**config.mk**
```make
export PLATFORM = sky130hd
export DESIGN_NAME = usr_access_arbiter
export DESIGN_NICKNAME = d
export VERILOG_FILES = /design/src/rtl/usr_access_arbiter.sv
export SDC_FILE = /design/constraint.sdc
export NUM_CORES = 1
export LEC_CHECK = 0
export BUFFER_PORTS_ARGS = -buffer_cell sky130_fd_sc_hd__buf_2
export CAP_MARGIN = 20
export CORE_MARGIN = 2
export CORE_UTILIZATION = 35
export DETAILED_ROUTE_END_ITERATION = 10
export MAX_ROUTING_LAYER = met4
export SETUP_SLACK_MARGIN = 0.4
export SKIP_LAST_GASP = 1
export SLEW_MARGIN = 20
export SYNTH_ARGS = -nofsm -noshare
export SYNTH_HDL_FRONTEND = slang
export SYNTH_SLANG_ARGS = --single-unit
```
**constraint.sdc**
```tcl
create_clock -name CLK -period 3.77 [get_ports CLK]
set_input_delay 0.1885 -clock CLK [delete_from_list [all_inputs] [get_ports CLK]]
set_output_delay 0.1885 -clock CLK [all_outputs]
set_load 0.01 [all_outputs]
```
**src/rtl/usr_access_arbiter.sv**
```systemverilog
// ---------------------------------------------------------------------------
// usr_access_arbiter
//
// Captures a quasi-static, asynchronous 32-bit USR_ACCESS word once it has
// been seen unchanged for STABLE_CNT consecutive cycles after the
// (synchronized) valid flag is high. It then serves that word to NUM_REQ
// requesters through a round-robin arbiter that grants one single-cycle
// acknowledge at a time. If no word is captured within TIMEOUT cycles the
// block enters FAULT, where requesters are still acknowledged but receive
// zero data.
//
// Parameters
//   NUM_REQ      number of requesters (2..8)
//   STABLE_CNT   identical consecutive samples needed to accept a word (1..15)
//   TIMEOUT      cycles tolerated in WAIT_VALID/SAMPLE before FAULT (1..65535)
//
// Ports
//   CLK            clock, all logic on the rising edge
//   RST            synchronous active-high reset
//   DATAVALID_IN   asynchronous valid flag (2-flop synchronized internally)
//   DATA_IN        asynchronous quasi-static data word
//   RESAMPLE       single-cycle pulse: drop the captured word, restart capture
//   REQ            per-requester read-request levels
//   ACK            per-requester single-cycle acknowledges (registered)
//   RDATA          returned word, non-zero only while an ACK bit is high
//   VALID          high while a captured word is held (READY)
//   ERR            high while in FAULT
// ---------------------------------------------------------------------------
module usr_access_arbiter #(
    parameter int NUM_REQ    = 4,
    parameter int STABLE_CNT = 3,
    parameter int TIMEOUT    = 1023
) (
    input  logic               CLK,
    input  logic               RST,
    input  logic               DATAVALID_IN,
    input  logic [31:0]        DATA_IN,
    input  logic               RESAMPLE,
    input  logic [NUM_REQ-1:0] REQ,
    output logic [NUM_REQ-1:0] ACK,
    output logic [31:0]        RDATA,
    output logic               VALID,
    output logic               ERR
);

    localparam int          PTR_W    = (NUM_REQ > 1) ? $clog2(NUM_REQ) : 1;
    localparam logic [3:0]  STABLE_C = 4'(STABLE_CNT);
    localparam logic [15:0] TIMEOUT_C = 16'(TIMEOUT);
    localparam logic [PTR_W-1:0] LAST_IDX = PTR_W'(NUM_REQ - 1);

    typedef enum logic [1:0] {
        S_WAIT_VALID = 2'd0,
        S_SAMPLE     = 2'd1,
        S_READY      = 2'd2,
        S_FAULT      = 2'd3
    } state_t;

    // -----------------------------------------------------------------------
    // Capture side state
    // -----------------------------------------------------------------------
    state_t       state_q;
    logic         dv_meta_q;
    logic         dv_s_q;
    logic [3:0]   cnt_q;
    logic [15:0]  tcnt_q;
    logic [31:0]  last_q;
    logic [31:0]  word_q;
    logic         valid_q;
    logic         err_q;

    // -----------------------------------------------------------------------
    // Arbiter state
    // -----------------------------------------------------------------------
    logic [NUM_REQ-1:0] ack_q;
    logic [NUM_REQ-1:0] ack_d;
    logic [31:0]        rdata_q;
    logic [31:0]        rdata_d;
    logic [PTR_W-1:0]   ptr_q;
    logic [PTR_W-1:0]   ptr_d;

    logic [3:0]  cnt_inc;
    logic [15:0] tcnt_inc;
    logic        timeout_hit;
    logic        stable_hit;

    // A new sample extends the run when it is the first one of a run or it
    // matches the previous sample; any change restarts the run at 1.
    assign cnt_inc     = (cnt_q == 4'd0 || DATA_IN == last_q) ? (cnt_q + 4'd1) : 4'd1;
    assign stable_hit  = (cnt_inc == STABLE_C);
    assign tcnt_inc    = tcnt_q + 16'd1;
    assign timeout_hit = (tcnt_inc == TIMEOUT_C);

    // -----------------------------------------------------------------------
    // Synchronizer + capture FSM (single registered process)
    // -----------------------------------------------------------------------
    always_ff @(posedge CLK) begin
        if (RST) begin
            state_q   <= S_WAIT_VALID;
            dv_meta_q <= 1'b0;
            dv_s_q    <= 1'b0;
            cnt_q     <= 4'd0;
            tcnt_q    <= 16'd0;
            last_q    <= 32'd0;
            word_q    <= 32'd0;
            valid_q   <= 1'b0;
            err_q     <= 1'b0;
        end else begin
            dv_meta_q <= DATAVALID_IN;
            dv_s_q    <= dv_meta_q;

            if (RESAMPLE) begin
                // Restart from any state; the word itself is left in place
                // but is no longer advertised.
                state_q <= S_WAIT_VALID;
                cnt_q   <= 4'd0;
                tcnt_q  <= 16'd0;
                valid_q <= 1'b0;
                err_q   <= 1'b0;
            end else begin
                unique case (state_q)
                    S_WAIT_VALID: begin
                        tcnt_q <= tcnt_inc;
                        if (timeout_hit) begin
                            state_q <= S_FAULT;
                            err_q   <= 1'b1;
                        end else if (dv_s_q) begin
                            state_q <= S_SAMPLE;
                            cnt_q   <= 4'd0;
                        end
                    end

                    S_SAMPLE: begin
                        tcnt_q <= tcnt_inc;
                        if (timeout_hit) begin
                            // Timeout wins over a capture in the same cycle.
                            state_q <= S_FAULT;
                            err_q   <= 1'b1;
                            cnt_q   <= 4'd0;
                        end else if (!dv_s_q) begin
                            state_q <= S_WAIT_VALID;
                            cnt_q   <= 4'd0;
                        end else begin
                            last_q <= DATA_IN;
                            cnt_q  <= cnt_inc;
                            if (stable_hit) begin
                                word_q  <= DATA_IN;
                                state_q <= S_READY;
                                valid_q <= 1'b1;
                                tcnt_q  <= 16'd0;
                            end
                        end
                    end

                    S_READY: begin
                        // Held until RESAMPLE or RST; dv_s is ignored here.
                    end

                    S_FAULT: begin
                        // Held until RESAMPLE or RST.
                    end

                    default: begin
                        state_q <= S_WAIT_VALID;
                    end
                endcase
            end
        end
    end

    // -----------------------------------------------------------------------
    // Round-robin grant selection
    //
    // Only one acknowledge is outstanding at a time: no grant is made in a
    // cycle where an ACK is already high, so a requester holding REQ through
    // its ACK is not re-granted back to back and competing requesters are
    // served on alternate cycles. The grant decision uses the current state,
    // so a grant made in the same cycle as RESAMPLE still completes.
    // -----------------------------------------------------------------------
    always_comb begin
        logic             found;
        logic [PTR_W-1:0] idx;
        ack_d   = '0;
        rdata_d = 32'd0;
        ptr_d   = ptr_q;
        found   = 1'b0;
        idx     = '0;
        if ((state_q == S_READY || state_q == S_FAULT) && (ack_q == '0)) begin
            for (int k = 0; k < NUM_REQ; k++) begin
                idx = PTR_W'((int'(ptr_q) + k) % NUM_REQ);
                if (!found && REQ[idx] && !ack_q[idx]) begin
                    found      = 1'b1;
                    ack_d[idx] = 1'b1;
                    ptr_d      = (idx == LAST_IDX) ? '0 : (idx + 1'b1);
                    rdata_d    = (state_q == S_READY) ? word_q : 32'd0;
                end
            end
        end
    end

    always_ff @(posedge CLK) begin
        if (RST) begin
            ack_q   <= '0;
            rdata_q <= 32'd0;
            ptr_q   <= '0;
        end else begin
            ack_q   <= ack_d;
            rdata_q <= rdata_d;
            ptr_q   <= ptr_d;
        end
    end

    assign ACK   = ack_q;
    assign RDATA = rdata_q;
    assign VALID = valid_q;
    assign ERR   = err_q;

endmodule

```
==> metrics.txt <==
# TYPE chip_impl_metric gauge
chip_impl_info{name="outcome",value="finished, final reports clean"} 1
chip_impl_metric{name="synth_area_per_cell",unit="um2"} 9.478
chip_impl_metric{name="clk_sink_count",unit=""} 128
chip_impl_metric{name="hold-path-cell-count",unit=""} 2
chip_impl_info{name="cts_tree",value="yes"} 1
chip_impl_metric{name="ant_nets",unit=""} 0
chip_impl_metric{name="remaining_drc_errors",unit=""} 0
chip_impl_metric{name="yosysWarnings",unit=""} 0
chip_impl_metric{name="synth.ff_latch_count",unit=""} 128
chip_impl_metric{name="std_cell_rows",unit=""} 46
chip_impl_metric{name="buffer_ports.inserted",unit=""} 77
chip_impl_metric{name="max_clock_freq",unit="MHz"} 321.6
chip_impl_metric{name="synth_to_layout_area_growth",unit="%"} 20.10
chip_impl_info{name="worst_setup_path_start_kind",value="register"} 1
chip_impl_metric{name="via_count_of_the_first_global_routing_pass",unit=""} 3992
chip_impl_metric{name="power-per-cell-area",unit="nW/um2"} 452.2
chip_impl_metric{name="post_synth_inst_count",unit=""} 591
chip_impl_metric{name="start_util",unit=""} 0.3552
chip_impl_metric{name="maxSlewHeadroom",unit=""} 0.2933
chip_impl_metric{name="dieHeight",unit="um"} 130.5
chip_impl_metric{name="tritoncts.num_buffers",unit=""} 17
chip_impl_metric{name="drive_gt1_frac",unit=""} 0.1920
chip_impl_metric{name="die-area",unit="um2"} 17030
chip_impl_metric{name="synth-async-reset-ratio",unit=""} 0
chip_impl_metric{name="detailedPlace.worstSlack",unit="ns"} 0.7488
chip_impl_metric{name="max-vdd-ir-drop",unit="uV"} 373.6
chip_impl_metric{name="cts.path.max_buffers",unit=""} 2
chip_impl_metric{name="globalRouteOverflowTotal",unit=""} 0
chip_impl_metric{name="finalNetCount",unit=""} 713
chip_impl_metric{name="clk_transition_reported_paths",unit="ns"} 0.06
chip_impl_metric{name="synth.top_cell.area_share",unit=""} 0.4574
chip_impl_metric{name="worst-path-max-fanout",unit=""} 17
chip_impl_metric{name="clock_insertion_delay_worst_skew",unit="ns"} 0.42
chip_impl_metric{name="leakagePower",unit="nW"} 2.916
chip_impl_metric{name="worst_ep_arrival_time",unit="ns"} 3.39
chip_impl_metric{name="vias_per_cell",unit=""} 4.813
chip_impl_metric{name="number_of_antenna_violations_at_the_first_check_in_global_routing",unit=""} 0
chip_impl_metric{name="ctsHtreeMaxLevel",unit=""} 4
chip_impl_metric{name="ys_seq_area_frac",unit=""} 0.4574
chip_impl_metric{name="number_of_enable_flip_flop_cells_after_synthesis",unit=""} 0
chip_impl_info{name="class_of_the_tightest_hold_or_removal_check",value="input pin to register"} 1
chip_impl_info{name="worstSetupPathType",value="register to register"} 1
chip_impl_metric{name="crit_required",unit="ns"} 4.05
chip_impl_metric{name="routedWlPerCell",unit="um"} 13.58
chip_impl_metric{name="gp_routability_congestion",unit=""} 0.8455
chip_impl_info{name="critical_path_sink_type",value="register"} 1
chip_impl_metric{name="post-cts-setup-buffer-count",unit=""} 0
chip_impl_metric{name="fin_setup_tns",unit="ns"} 0
chip_impl_metric{name="drv_slew",unit=""} 0
chip_impl_info{name="synth_largest_area_cell",value="dfxtp_1"} 1
chip_impl_metric{name="fp.coreArea",unit="um2"} 15770
chip_impl_info{name="cts.root.buffer_cell",value="clkbuf_16"} 1
chip_impl_metric{name="tightest_slew",unit="ns"} 1.055
chip_impl_metric{name="final_min_period_over_clock_period",unit=""} 0.8247
chip_impl_metric{name="reg2reg_path_depth",unit=""} 9
chip_impl_metric{name="grtUsageTotal",unit=""} 0.1528
chip_impl_metric{name="drt_iter0_drc",unit=""} 275
chip_impl_metric{name="period_minus_slack",unit="ns"} 3.109
chip_impl_info{name="synth_top_cells_by_area",value="dfxtp_1, mux2i_1, nor2_1, xor2_1, and2_1"} 1
chip_impl_metric{name="wl",unit="mm"} 12.13
chip_impl_metric{name="postSynthNetCount",unit=""} 639
chip_impl_metric{name="maxCapViolations",unit=""} 0
chip_impl_metric{name="setup_violations",unit=""} 0
chip_impl_info{name="ys_dominant_reg_cell",value="dfxtp_1"} 1
chip_impl_metric{name="post-dp-hpwl",unit="mm"} 8.456
chip_impl_metric{name="i_o_pin_count",unit=""} 78
chip_impl_metric{name="layout_setup_ws",unit="ns"} 0.6610
chip_impl_metric{name="yosys.cell_types.count",unit=""} 62
chip_impl_metric{name="maximum_number_of_pins_on_one_net_before_global_route_repair",unit=""} 73
chip_impl_metric{name="fin_skew",unit="ns"} 0.01276
chip_impl_metric{name="netlist_area",unit="um2"} 5602
chip_impl_metric{name="global_route_wire_length_before_repair",unit="mm"} 19.62
chip_impl_metric{name="dr.pass1.iters",unit=""} 7
chip_impl_info{name="grt_setup_unrepaired",value="false"} 1
chip_impl_metric{name="via_count",unit=""} 4298
chip_impl_metric{name="insertedDiodeCount",unit=""} 0
chip_impl_metric{name="fp.dieW",unit="um"} 130.5
chip_impl_metric{name="final_hold_viol_count",unit=""} 0
stage by stage:
stage / std cells / utilization / instance area [um2] / total power [W] / hold WS, ns
3_5_place_dp: 861 / 0.3888 / 6132 / 0.001489 / 0.4063
2_1_floorplan: 591 / - / 5602 / 0.001438 / 0.2678
6_report: 893 / 0.4266 / 6728 / 0.003042 / 0.03946
5_1_grt: 893 / 0.4266 / 6728 / 0.003167 / 0.04215
3_3_place_gp: 861 / 0.3888 / 6132 / 0.001487 / 0.4072
4_1_cts: 893 / 0.4262 / 6721 / 0.003085 / 0.03521
cells by family (layout without fill, tap and decap cells):
family                   Yosys count  count (layout)  synth area share
AND/OR/NAND/NOR                  242             242            0.2164
flip-flops                       128             128            0.4574
multiplexers                      65              65            0.1161
AO/OA/AOI/OAI                     62              62           0.08153
XOR/XNOR                          44              44           0.06880
buffers and inverters             42             128           0.04177
adder cells (fa/ha/maj)            8               8           0.01787
area by class of cell:
type / instances / area (um2)
Clock inverter: 12 / 136.4
Tap cell: 216 / 270.3
Sequential cell: 128 / 2562
Fill cell: 1552 / 9042
Timing Repair Buffer: 83 / 445.4
Inverter: 14 / 52.55
Multi-Input combinational cell: 421 / 2818
Clock buffer: 19 / 442.9
path summary, 6_finish.rpt:
kind / start / to / slack (ns)
hold reg to reg: dv_meta_q / dv_s_q / 0.45
setup / recovery: tcnt_q[0] / last_q[7] / 0.66
hold / removal: RESAMPLE / ERR / 0.04
setup reg to reg: tcnt_q[0] / last_q[7] / 0.66
where the power goes:
group / switching (W) / leakage (nW) / total [W] / internal [W]
registers: 0.00000340 / 1.03 / 0.00136 / 0.00136
logic: 0.0000625 / 1.61 / 0.000101 / 0.0000385
clock network: 0.000594 / 0.275 / 0.00158 / 0.000988
worst max-delay path, cell delays in order (launching register included):
cell and delay [ns]:
dfxtp_1 0.47, ha_1 0.34, nand2_1 0.20, nor2_1 0.28
a31oi_1 0.12, a31oi_1 0.47, o41a_2 0.58, buf_12 0.24
mux2i_1 0.22, nor2_1 0.06
Yosys cell counts (2+ instances only):
master and instances:
nor2b_1 8, nand2_1 29, and2_2 2, mux2i_1 65
o211ai_1 2, a221oi_1 4, a31oi_1 5, or3b_2 2
clkbuf_8 2, and2_1 32, o21a_1 3, nand3_1 15
nand4b_1 2, inv_1 14, or3_1 3, o21ai_0 9
buf_4 2, a21oi_1 11, xnor2_1 10, or2_2 3
buf_2 3, nor4_1 13, nand4_1 6, and3_1 3
ha_1 8, dfxtp_1 128, buf_6 6, nand3b_1 6
a211oi_1 2, o31ai_1 5, xor2_1 34, a21o_1 3
nor2_1 95, nor3_1 14, clkbuf_1 15
placed cells by master (no fill, tap or decap), types with 4 or more instances in the layout:
cell | netlist | layout
a21oi_1 | 11 | 11
a221oi_1 | 4 | 4
a31oi_1 | 5 | 5
and2_1 | 32 | 32
buf_2 | 3 | 77
buf_4 | 2 | 4
clkbuf_16 | 0 | 17
clkinv_4 | 0 | 4
dfxtp_1 | 128 | 128
ha_1 | 8 | 8
inv_1 | 14 | 14
mux2i_1 | 65 | 65
nand2_1 | 29 | 29
nand3_1 | 15 | 15
nand3b_1 | 6 | 6
nand4_1 | 6 | 6
nor2_1 | 95 | 95
nor2b_1 | 8 | 8
nor3_1 | 14 | 13
nor4_1 | 13 | 13
o21ai_0 | 9 | 9
o31ai_1 | 5 | 5
xnor2_1 | 10 | 10
xor2_1 | 34 | 34
sequential cells by signal, indices dropped and copies added, names as in the netlist:
name	count
VALID	1
last_q	32
ACK	4
tcnt_q	16
dv_meta_q	1
word_q	32
ERR	1
dv_s_q	1
RDATA	32
state_q	2
ptr_q	2
cnt_q	4
timing repair:
action                     CTS  global route
setup endpoints to repair    0             4
hold endpoints to repair     1             0
gates resized for setup      0             1
hold buffers                 1             0
routing by layer:
layer / global-route usage / wire [um] / vias up / part of all wire
li1: - / - / 2182 / -
met1: 0.2016 / 5795 / 2012 / 0.48
met2: 0.2188 / 5563 / 93 / 0.46
met3: 0.04438 / 641 / 11 / 0.053
met4: 0.06383 / 129 / 0 / 0.011
met5: - / 0 / - / 0
No activity file was read; power rests on OpenSTA's default activity.
